File: config.mk
export PLATFORM = sky130hd
export DESIGN_NAME = systolic_result_collector
export DESIGN_NICKNAME = d
export VERILOG_FILES = /design/src/rtl/tpu_pkg.sv /design/src/rtl/collector_row_buffer.sv /design/src/rtl/systolic_result_collector.sv
export SDC_FILE = /design/constraint.sdc
export NUM_CORES = 1
export LEC_CHECK = 0
export ABC_AREA = 0
export CAP_MARGIN = 25
export CORE_MARGIN = 8
export CORE_UTILIZATION = 55
export CTS_CLUSTER_DIAMETER = 200
export DETAILED_ROUTE_END_ITERATION = 12
export PLACE_DENSITY = 0.84
export RECOVER_POWER = 50
export SETUP_SLACK_MARGIN = 0.1
export SYNTH_ARGS = -nofsm -noshare
export SYNTH_HDL_FRONTEND = slang
export SYNTH_SLANG_ARGS = --single-unit
File: constraint.sdc
create_clock -name clk -period 5.87 [get_ports clk]
set_input_delay 1.174 -clock clk [delete_from_list [all_inputs] [get_ports clk]]
set_output_delay 1.174 -clock clk [all_outputs]
set_load 0.02 [all_outputs]
File: src/rtl/tpu_pkg.sv
// Shared definitions for the systolic array blocks: accumulator width,
// default array width, collector state encoding and a width helper.
package tpu_pkg;

    localparam int TPU_ACC_W = 32;
    localparam int TPU_N     = 4;

    typedef enum logic [1:0] {
        ST_IDLE    = 2'd0,
        ST_CAPTURE = 2'd1,
        ST_DRAIN   = 2'd2
    } state_t;

    function automatic int clog2(input int v);
        int r;
        r = 0;
        for (int x = v - 1; x > 0; x = x >> 1) r++;
        return r;
    endfunction

endpackage

File: src/rtl/collector_row_buffer.sv
// ROWS x N result store. Each column writes on its own diagonal slot
// (row = t - LAT - j) and one combinational port reads a whole row.
module collector_row_buffer #(
    parameter int N     = 4,
    parameter int ROWS  = 4,
    parameter int ACC_W = 32,
    parameter int LAT   = 2,
    parameter int CW    = 4,
    parameter int RW    = 2
) (
    input  logic                 clk,
    input  logic                 capture,
    input  logic [CW-1:0]        t,
    input  logic [N*ACC_W-1:0]   c_in,
    input  logic [RW-1:0]        rd_row,
    output logic [N*ACC_W-1:0]   rd_data
);

    for (genvar j = 0; j < N; j++) begin : g_col
        localparam logic [CW-1:0] LO = CW'(LAT + j);
        localparam logic [CW-1:0] HI = CW'(LAT + j + ROWS);

        logic [ACC_W-1:0] col_mem [ROWS];
        logic             wen;
        logic [CW-1:0]    offs;

        // Column j sees row r exactly j edges after column 0 does.
        assign offs = t - LO;
        assign wen  = capture && (t >= LO) && (t < HI);

        always_ff @(posedge clk) begin
            if (wen) col_mem[RW'(offs)] <= c_in[j*ACC_W +: ACC_W];
        end

        assign rd_data[j*ACC_W +: ACC_W] = col_mem[rd_row];
    end

endmodule

File: src/rtl/systolic_result_collector.sv
// Drain-side collector: de-skews the bottom-row c_out wavefront into whole
// rows and streams them out one row per valid/ready transfer.
module systolic_result_collector
    import tpu_pkg::*;
#(
    parameter int N     = TPU_N,
    parameter int ROWS  = 4,
    parameter int ACC_W = TPU_ACC_W,
    parameter int LAT   = 2,
    localparam int RW   = (clog2(ROWS) > 0) ? clog2(ROWS) : 1
) (
    input  logic               clk,
    input  logic               reset,
    input  logic               start,
    input  logic [N*ACC_W-1:0] c_in,
    output logic               busy,
    output logic               out_valid,
    input  logic               out_ready,
    output logic [N*ACC_W-1:0] out_data,
    output logic [RW-1:0]      out_row,
    output logic               out_last,
    output logic               done
);

    localparam int            CW       = clog2(LAT + ROWS + N);
    localparam logic [CW-1:0] LAST_T   = CW'(LAT + ROWS + N - 2);
    localparam logic [RW-1:0] LAST_ROW = RW'(ROWS - 1);

    state_t               state, state_nxt;
    logic [CW-1:0]        cnt;
    logic [CW-1:0]        t;
    logic [RW-1:0]        ptr;
    logic                 done_nxt;
    logic [N*ACC_W-1:0]   rd_data;

    // cnt is cleared on the accepting edge, so the edge about to happen is cnt+1.
    assign t = cnt + CW'(1);

    always_comb begin
        state_nxt = state;
        done_nxt  = 1'b0;
        case (state)
            ST_IDLE:    if (start) state_nxt = ST_CAPTURE;
            ST_CAPTURE: if (t == LAST_T) state_nxt = ST_DRAIN;
            ST_DRAIN: begin
                if (out_ready && ptr == LAST_ROW) begin
                    state_nxt = ST_IDLE;
                    done_nxt  = 1'b1;
                end
            end
            default:    state_nxt = ST_IDLE;
        endcase
    end

    always_ff @(posedge clk) begin
        if (reset) begin
            state <= ST_IDLE;
            cnt   <= '0;
            ptr   <= '0;
            done  <= 1'b0;
        end else begin
            state <= state_nxt;
            done  <= done_nxt;
            case (state)
                ST_IDLE: begin
                    cnt <= '0;
                    ptr <= '0;
                end
                ST_CAPTURE: cnt <= t;
                ST_DRAIN:   if (out_ready && ptr != LAST_ROW) ptr <= ptr + RW'(1);
                default: ;
            endcase
        end
    end

    collector_row_buffer #(
        .N     (N),
        .ROWS  (ROWS),
        .ACC_W (ACC_W),
        .LAT   (LAT),
        .CW    (CW),
        .RW    (RW)
    ) u_buf (
        .clk     (clk),
        .capture (state == ST_CAPTURE),
        .t       (t),
        .c_in    (c_in),
        .rd_row  (ptr),
        .rd_data (rd_data)
    );

    // Outputs are forced to zero outside DRAIN so the buffer's power-up
    // contents never reach the port.
    assign busy      = (state != ST_IDLE);
    assign out_valid = (state == ST_DRAIN);
    assign out_last  = out_valid && (ptr == LAST_ROW);
    assign out_data  = out_valid ? rd_data : '0;
    assign out_row   = out_valid ? ptr : '0;

endmodule

==> metrics.csv <==
stage;metric;value;unit
run_status;outcome;finished with violations;
run_status;failing checks;capacitance limit, slew limit;
clock_network;Clock Tree Root;clkbuf_16;
worst_setup_path;class of the most critical setup path;register to output port;
pwr;IR drop worst, VDD;0.000250;V
cells_and_area;Layout Nets;1351;
drt;DRT Pass-1 Iters;5;
worst_setup_path;Critical Path End Type;output port;
logic_synthesis;Main synth FF type;edfxtp_1;
placed_design;DP HPWL;25.4;mm
global_route;gr usage total;19.2;%
cells_and_area;final core occ;68.6;%
pwr;Pint;5.92;mW
logic_synthesis;syn avg cell area;22.1;um2
clock_network;Num CTS Buffers;52;
logic_synthesis;Cell Area, Synth;20300;um2
timing;Final Cycle Share;75.0;%
logic_synthesis;Synth area leaders;edfxtp_1 (76%), mux4_2 (14%), and2_1 (4.0%);
pwr;Reg power frac;56.3;%
global_route;first-pass GRT wire length;63.5;mm
timing;fmax;227;MHz
pwr;power per cell area;292;nW/um2
timing;RSZ-0062 raised after global routing;no;
drt;DR WL/cell;24.2;um
timing;Rel. slew slack;-34.9;%
worst_setup_path;CP Launch Type;register;
clock_network;CTS tree;built;
pwr;Total Power;7.30;mW
clock_network;Clock Path Buffers;3;
worst_setup_path;CP arrival;3230;ps
pwr;Net Sw Frac;18.9;%
logic_synthesis;EDFF count, synth;512;
cells_and_area;area delta synth->final;23.4;%
logic_synthesis;largest area contributor in the netlist;edfxtp_1;
drt;ANT nets after route;0;
placed_design;GPL Wtd Cong;0.725;
clock_network;CTS H-tree depth;2;
clock_network;Clock Sink Count;523;
floorplanning;I/O Pins;266;
logic_synthesis;Seq cells post-synth;523;
logic_synthesis;count leader, synth;edfxtp_1;
pwr;static leakage power;7.83;nW
timing;Final min period;4400;ps
clock_network;# hold bufs at CTS;0;
floorplanning;row cnt;70;
drt;DRT iter0 DRCs;774;
worst_setup_path;Critical path buffers and inverters;2;
global_route;largest net degree at the start of global routing;72;
logic_synthesis;sequential fraction of the synthesis area;76.9;%
logic_synthesis;Yosys cell types;36;
drt;via/cell ratio;5.73;
clock_network;Setup Buffers After CTS;0;
pwr;logic gate share of total power;1.8;%
floorplanning;Initial Util;55.6;%
flow_run;max cap viols;2;
worst_setup_path;critical-path cell with the highest stage delay;and2b_4;
drt;final WL;41.7;mm
worst_setup_path;crit-path max FO;71;
worst_setup_path;critical-path cell list;and2b_4 -> buf_4 -> and2_1 -> clkdlybuf4s50_1;
clock_network;cts repair resizes;0;
timing;Setup-failing EPs final;0;
worst_setup_path;CP Data Required Time;4700;ps
timing;Sum Neg Setup Slack;0;ps
timing;final hold viol count;0;
logic_synthesis;Ys Warns;0;
timing;Final Skew;11.0;ps
floorplanning;Die Ht;208;um
timing;Slew Viols, Final;66;
global_route;vias in the first global route;10600;
logic_synthesis;Synth Net Count;1057;
logic_synthesis;Mapped Cells;918;
floorplanning;Core Region;36400;um2
logic_synthesis;top post-synthesis cells by count;edfxtp_1 (512), and2_1 (131), mux4_2 (128), nand2_1 (22), buf_2 (18);
drt;total vias in the final route;9884;
clock_network;Worst-Skew Late Latency;580;ps
global_route;antenna violations before repair;9;
drt;residual DRC count;0;
pwr;clock group share of total power;41.8;%
worst_setup_path;crit-path leading delay family;buffers and inverters;
logic_synthesis;asr flop ratio synth;0;%
worst_hold_path;Worst Hold Class;register to register;
worst_setup_path;crit-path max cell delay;730;ps
clock_network;Reg clk slew, reported paths;60;ps
cells_and_area;fill count;2247;
timing;actual slew at the worst max-slew pin;2020;ps
placed_design;Buffers on Ports;265;
pwr;NetSw;1.38;mW
logic_synthesis;share of the synthesized area in the top cell type;75.9;%
floorplanning;Die W;208;um
floorplanning;die area;43200;um2
global_route;grt total ovfl;0;
cells_and_area;proportion of layout cells with a drive suffix above 1;19.2;%
-- area by class of cell --
type | count | area [um2] | area share, %
antenna | 6 | 15.0 | 0.0601
tap | 468 | 586 | 2.34
clock buffer | 68 | 1380 | 5.53
multi-input combinational | 342 | 4360 | 17.4
clock inverter | 25 | 183 | 0.731
inverter | 3 | 11.3 | 0.0450
sequential | 523 | 15600 | 62.4
timing repair buffer | 290 | 2870 | 11.5
-- tightest hold or removal path: stages (launching register included) --
cell and delay, ps:
dfxtp_1 330, nand2_1 80, a31oi_1 80
-- flip-flops by register name (all words and copies together) (netlist names), named ones only --
| signal | cells |
|---|---|
| done | 1 |
| state | 2 |
| cnt | 4 |
| u_buf.g_col.col_mem | 512 |
| ptr | 2 |
-- metal layers --
metal,global-route usage [%],part of all wire [%],vias to the layer above
li1,-,-,4314
met2,30.9,50,376
met4,7.34,2.8,6
met3,4.48,6.8,81
met5,0,0.096,-
met1,25.6,40,5107
-- power groups by stage --
stage / combinational (mW) / sequential (mW) / clock (mW)
after detailed placement: 0.149 / 4.19 / 0
after global placement: 0.141 / 4.19 / 0
after global routing: 0.143 / 4.11 / 3.26
final: 0.132 / 4.11 / 3.05
after floorplan: 0.0184 / 4.19 / 0
after CTS: 0.150 / 4.11 / 3.13
-- layout by cell type, fill, tap and decap left out, types with 4 or more instances in the layout --
| cell type | instances |
|---|---|
| nand3_1 | 4 |
| and2_1 | 131 |
| nor3_2 | 11 |
| edfxtp_1 | 512 |
| nand2_1 | 22 |
| clkinv_1 | 9 |
| clkbuf_16 | 53 |
| dfxtp_1 | 9 |
| buf_4 | 19 |
| clkbuf_1 | 18 |
| a21oi_4 | 4 |
| clkinv_2 | 9 |
| ha_1 | 7 |
| diode_2 | 6 |
| dlygate4sd3_1 | 130 |
| mux4_2 | 128 |
| clkdlybuf4s50_1 | 135 |
-- kinds of logic (layout without fill, tap and decap cells) --
| group | count (synthesis) | after routing | share of synthesized area (%) |
|---|---|---|---|
| mux | 129 | 129 | 14.3 |
| other cells | 0 | 6 | 0 |
| xor+xnor | 7 | 7 | 0.451 |
| fa+ha+maj | 7 | 7 | 0.432 |
| buf+inv | 53 | 386 | 2.06 |
| flops | 523 | 523 | 76.9 |
| simple gates | 184 | 184 | 5.35 |
| compound gates | 15 | 15 | 0.475 |
-- final timing paths --
check,from,endpoint,slack [ps],cells past startpoint
worst max-delay path,state[1]$_SDFFE_PP0P_,out_data[39],1470,4
worst min-delay path,ptr[1]$_SDFFE_PP0P_,register,540,2
worst max register to register,cnt[2]$_SDFFE_PP0P_,u_buf.g_col[0].col_mem[2][1]$_DFFE_PP_,2310,5
worst min register to register,ptr[1]$_SDFFE_PP0P_,register,540,2
-- per-stage QoR --
step	hold slack (ps)	cells	setup slack (ps)	instance area, um2
after floorplan	498	918	1120	20300
after global placement	529	1626	2010	23400
after detailed placement	531	1626	2010	23400
after CTS	541	1719	1330	25000
after global routing	573	1724	1190	25000
final	540	1725	1470	25000
Power figures use the tool's default switching activity.
